<file path="src/rtl/cdma_rr_scheduler.sv">
`timescale 1ns/1ps
`default_nettype none
// ============================================================================
// Module   : cdma_rr_scheduler
// Purpose  : Shares one DW-bit output channel among four per-user FIFOs using
//            round-robin arbitration with a bounded burst per user.
//            Each transfer pops the winning FIFO, registers its head word and
//            drives the crossbar routing code. A valid/ready handshake lets a
//            downstream stall back-pressure all FIFOs without loss or repeats.
// Ports    : clk        - clock, all state updates on rising edge
//            rst        - asynchronous active-low reset
//            req[3:0]   - FIFO i non-empty (bit 0 = user1)
//            fifo_data  - head word of each FIFO, user i at [i*DW +: DW]
//            pop[3:0]   - one-hot combinational dequeue strobe
//            out_valid  - data_out/sel hold a word for the crossbar
//            out_ready  - crossbar accepts the word this cycle
//            data_out   - registered output word
//            sel[1:0]   - registered source index of data_out
// Revision : 1.0 - initial release
// ============================================================================
module cdma_rr_scheduler #(
    parameter int DW    = 4,
    parameter int BURST = 2
) (
    input  logic            clk,
    input  logic            rst,
    input  logic [3:0]      req,
    input  logic [4*DW-1:0] fifo_data,
    output logic [3:0]      pop,
    output logic            out_valid,
    input  logic            out_ready,
    output logic [DW-1:0]   data_out,
    output logic [1:0]      sel
);

    localparam logic [3:0] C_BURST   = 4'(BURST);
    localparam logic [3:0] C_CNT_MAX = 4'hF;

    typedef enum logic [0:0] {
        S_IDLE = 1'b0,
        S_SEND = 1'b1
    } state_t;

    state_t          state_q,     state_d;
    logic [1:0]      owner_q,     owner_d;
    logic            locked_q,    locked_d;
    logic [3:0]      burst_cnt_q, burst_cnt_d;
    logic            valid_q,     valid_d;
    logic [DW-1:0]   data_q,      data_d;
    logic [1:0]      sel_q,       sel_d;

    logic            w_free;
    logic            w_keep;
    logic            w_rr_found;
    logic [1:0]      w_rr_win;
    logic [1:0]      w_cand;
    logic [1:0]      w_win;
    logic [DW-1:0]   w_win_data;

    // Winner selection: a locked owner keeps the channel while it still
    // requests and has burst budget; otherwise scan from owner+1. The scan
    // includes the owner itself as its last candidate, so a lone requester
    // is always re-granted regardless of the burst limit.
    always_comb begin
        w_free     = !valid_q || out_ready;
        w_keep     = locked_q && req[owner_q] && (burst_cnt_q < C_BURST);
        w_rr_found = 1'b0;
        w_rr_win   = 2'd0;
        w_cand     = 2'd0;
        for (int k = 1; k <= 4; k++) begin
            w_cand = owner_q + 2'(k);
            if (!w_rr_found && req[w_cand]) begin
                w_rr_found = 1'b1;
                w_rr_win   = w_cand;
            end
        end
        w_win      = w_keep ? owner_q : w_rr_win;
        w_win_data = '0;
        for (int i = 0; i < 4; i++) begin
            if (w_win == 2'(i)) begin
                w_win_data = fifo_data[i*DW +: DW];
            end
        end
    end

    // Next-state and pop strobe. A stalled slot (valid && !ready) leaves
    // every register at its current value and pops nothing.
    always_comb begin
        state_d     = state_q;
        owner_d     = owner_q;
        locked_d    = locked_q;
        burst_cnt_d = burst_cnt_q;
        valid_d     = valid_q;
        data_d      = data_q;
        sel_d       = sel_q;
        pop         = 4'b0000;

        if (w_free) begin
            if (|req) begin
                // pop is combinational, so it must be gated by the async
                // reset to stay low while the block is held in reset.
                pop         = rst ? (4'b0001 << w_win) : 4'b0000;
                data_d      = w_win_data;
                sel_d       = w_win;
                valid_d     = 1'b1;
                owner_d     = w_win;
                locked_d    = 1'b1;
                state_d     = S_SEND;
                if (w_win == owner_q && locked_q) begin
                    burst_cnt_d = (burst_cnt_q == C_CNT_MAX) ? C_CNT_MAX
                                                             : burst_cnt_q + 4'd1;
                end else begin
                    burst_cnt_d = 4'd1;
                end
            end else begin
                valid_d  = 1'b0;
                locked_d = 1'b0;
                state_d  = S_IDLE;
            end
        end
    end

    always_ff @(posedge clk or negedge rst) begin
        if (!rst) begin
            state_q     <= S_IDLE;
            owner_q     <= 2'd3;
            locked_q    <= 1'b0;
            burst_cnt_q <= 4'd0;
            valid_q     <= 1'b0;
            data_q      <= '0;
            sel_q       <= 2'd0;
        end else begin
            state_q     <= state_d;
            owner_q     <= owner_d;
            locked_q    <= locked_d;
            burst_cnt_q <= burst_cnt_d;
            valid_q     <= valid_d;
            data_q      <= data_d;
            sel_q       <= sel_d;
        end
    end

    assign out_valid = valid_q;
    assign data_out  = data_q;
    assign sel       = sel_q;

endmodule
`default_nettype wire

</file>
<file path="config.mk">
export PLATFORM = sky130hd
export DESIGN_NAME = cdma_rr_scheduler
export DESIGN_NICKNAME = d
export VERILOG_FILES = /design/src/rtl/cdma_rr_scheduler.sv
export SDC_FILE = /design/constraint.sdc
export NUM_CORES = 1
export LEC_CHECK = 0
export BUFFER_PORTS_ARGS = -buffer_cell sky130_fd_sc_hd__buf_4
export CORE_MARGIN = 4
export CORE_UTILIZATION = 40
export CTS_BUF_LIST = sky130_fd_sc_hd__clkbuf_16
export DETAILED_ROUTE_END_ITERATION = 12
export PLACE_DENSITY = 0.65
export RECOVER_POWER = 25
export SYNTH_ARGS = -nofsm -noshare
export SYNTH_HDL_FRONTEND = slang
export SYNTH_SLANG_ARGS = --single-unit
</file>
<file path="constraint.sdc">
create_clock -name clk -period 3.6 [get_ports clk]
set_clock_uncertainty 0.1 [all_clocks]
set_input_delay 0.36 -clock clk [delete_from_list [all_inputs] [get_ports clk]]
set_output_delay 0.36 -clock clk [all_outputs]
set_load 0.1 [all_outputs]
</file>
==> impl_metrics.py <==
metrics = {
    "drt": {
        "wl_met3_microns": 123,
        "met2_length_microns": 1520,
        "wl_met1_microns": 1490,
        "detail-route-antenna-nets": 0,
        "post-route-drc-count": 0,
        "highest_layer": "met4",
        "drtIter0Drc": 67,
        "wirelength_microns": 3150,
        "vias": 1120,
        "avgViaCountPerCell": 5.80,
        "wl_per_cell_microns": 16.3,
        "first_pass_iters": 4,
    },
    "synth": {
        "synth_fa_ha_area_share_pct": 1.05,
        "async_flop_share_pct": 100,
        "synthFlopType": "dfrtp_1",
        "syn_area_sq_um": 1190,
        "yosys-top-cells-area": "dfrtp_1, mux2i_1, dfstp_2",
        "synth_top_area_cell": "dfrtp_1",
        "yosys.area_share.simple_pct": 21.3,
        "synth_nets": 153,
        "yosys.area_share.xor_xnor_pct": 0.738,
        "yosys_warnings": 0,
        "ys_ff_latch": 13,
        "postSynthAreaPerCell_sq_um": 9.20,
        "synth_edf_count": 0,
        "syn-instance-count": 129,
        "synth_top_family_by_area": "compound AO/OA/AOI/OAI gates",
        "muxShareOfSynthArea_pct": 9.06,
        "synth_compound_area_share_pct": 33.0,
        "ys_seq_area_share_pct": 27.6,
        "yosysTopAreaCellShare_pct": 23.2,
        "yosys.cell_types.count": 50,
    },
    "sta": {
        "fmax_mhz": 308,
        "fin_crit_sh_pct": 90.1,
        "slew_violations": 0,
        "min_period_ns": 3.25,
        "holdWs_ns": 0.299,
        "setup_viol": 0,
        "tightestPinTransition_ns": 0.787,
        "rsz0062_at_grt": "no",
        "hold_viol_final": 0,
        "max_slew_margin_pct": 47.6,
    },
    "finish": {
        "layout_common_cells": "buf_4, dfrtp_1, nand2_1",
        "final_core_util_pct": 55.0,
        "layout-drive-gt1-share_pct": 37.7,
        "final_common_cell": "buf_4",
        "nets": 187,
        "fin_area_sq_um": 1540,
        "area_delta_synth_final_pct": 29.9,
        "antennaDiodeCount": 0,
    },
    "clocking": {
        "numCtsBuffers": 3,
        "clk_pin_slew_worst_paths_ns": 0.05,
        "cts.htree.levels": 1,
        "cts_buffer_depth": 2,
        "clockRootBuffer": "clkbuf_16",
        "clock-sinks": 13,
        "cts_tree": "built",
        "clk_latency_ns": 0.24,
        "cts_setup_buffers": 0,
    },
    "place": {
        "routabilityCongestion": 0.879,
        "placed_area_sq_um": 1460,
        "port_buffers": 33,
        "hpwl_microns": 2330,
    },
    "pwr": {
        "swShare_pct": 52.9,
        "net-switching-power_uw": 846,
        "power_frac_comb_pct": 66.7,
        "power.density_nw_per_um2": 1040,
        "cellLeakagePower_uw": 0.000675,
        "power_frac_clock_pct": 13.2,
        "power.internal_uw": 753,
        "power_uw": 1600,
        "ir_drop_mv": 0.668,
        "p_seq_share_pct": 20.1,
    },
    "floorplan": {
        "die_area_sq_um": 3900,
        "start_util_pct": 42.3,
        "die_h_microns": 62.5,
        "die_x_microns": 62.5,
        "io_pins": 34,
        "rows": 19,
        "core_area_sq_um": 2810,
    },
    "critical_path": {
        "crit_buf_inv": 2,
        "crit_path_frequent_cell": "buf_4",
        "end_kind": "output port",
        "crit_fanout": 18,
        "required_ns": 3.14,
        "cp_slowest_stage_delay_ns": 0.79,
        "crit_path_top_delay_cell": "dfstp_2",
        "worstPathCellList": "mux4_1 -> o21a_4 -> mux2i_1 -> buf_4 -> nor3_4 -> buf_4",
        "arrival_ns": 2.79,
        "critPathLaunchType": "flop",
        "cp_top_family": "multiplexers",
        "path_class": "reg -> out",
    },
    "grt": {
        "grt_pass1_vias": 1190,
        "antenna_found_initial": 0,
        "overflow": 0,
        "grt_max_degree": 19,
        "grt_pass1_wl_microns": 5480,
        "grt_util_all_layers_pct": 16.7,
    },
    "status": {
        "status": "complete, no violations",
    },
    "flow_run": {
        "maxCapViolations": 0,
    },
    "worst_hold_path": {
        "hold_class": "in -> reg",
    },
}
tightest hold or removal path: stages:
cell and delay (ns):
buf_4 0.08, inv_1 0.05, nand2_1 0.07, nand2_1 0.05
path summary, 6_finish.rpt:
path | start | to | slack [ns] | depth (start not counted)
min reg2reg | sel[0]$_DFFE_PN0P_ | sel[0]$_DFFE_PN0P_ | 0.42 | 2
max | owner_q[1]$_DFFE_PN1P_ | pop[2] | 0.35 | 6
min in group asynchronous | rst | data_out[0]$_DFFE_PN0P_ | 0.62 | 2
min | out_ready | out_valid$_DFFE_PN0P_ | 0.30 | 4
max reg2reg | owner_q[1]$_DFFE_PN1P_ | data_out[0]$_DFFE_PN0P_ | 0.72 | 6
max in group asynchronous | rst | out_valid$_DFFE_PN0P_ | 2.29 | 2
flip-flops by register name (all words and copies together), names as in the netlist:
| register | cells |
|---|---|
| data_out | 4 |
| sel | 2 |
| burst_cnt_q | 4 |
| out_valid | 1 |
| owner_q | 2 |
metal layers:
layer	global-route usage [%]	vias up
met4	3.58	0
met3	4.14	2
li1	-	567
met2	29.0	15
met1	20.9	536
met5	0	-
Yosys cell counts, types with 3 or more instances:
cell type / count
nand3_1: 7
dfrtp_1: 11
a21boi_0: 5
nor2_1: 9
o31ai_1: 3
inv_1: 5
a21oi_1: 6
nor2b_1: 3
nand2_1: 8
o211ai_1: 5
o21ai_0: 4
nand2b_1: 3
mux2i_1: 7
and2b_2: 3
and3_2: 4
nor3_1: 3
power groups by stage:
stage	combinational, uW	sequential, uW	clock [uW]
CTS	1070	319	216
floorplan	697	506	0
finish	1070	321	211
global placement	1050	317	0
global route	1140	336	224
detailed placement	1060	320	0
repair_timing:
item / 4_1_cts / 5_1_grt
gates resized for setup: 0 / 0
hold buffers: 1 / 0
setup endpoints to repair: 0 / 0
hold endpoints to repair: 11 / 0
metrics by stage:
step / setup WS [ns] / instances / setup TNS [ns]
finish: 0.355 / 193 / 0
global route: 0.296 / 193 / 0
CTS: 0.371 / 193 / 0
detailed placement: 0.636 / 188 / 0
global placement: 0.693 / 188 / 0
floorplan: -0.0769 / 129 / -0.169
cell type report:
class                      count  area (sq um)
sequential                    13           328
timing repair buffer          37           277
clock inverter                 1          5.00
inverter                       5          18.8
fill                         264          1260
multi-input combinational    103           801
tap                           31          38.8
clock buffer                   3          75.1
cells by family (layout without fill, tap and decap cells):
| kind of cell | Yosys count | count (layout) |
|---|---|---|
| compound gates | 47 | 47 |
| simple gates | 45 | 45 |
| flops | 13 | 13 |
| buf+inv | 13 | 46 |
| mux | 9 | 9 |
| fa+ha+maj | 1 | 1 |
| xor+xnor | 1 | 1 |
(Power assumes the default switching activity.)
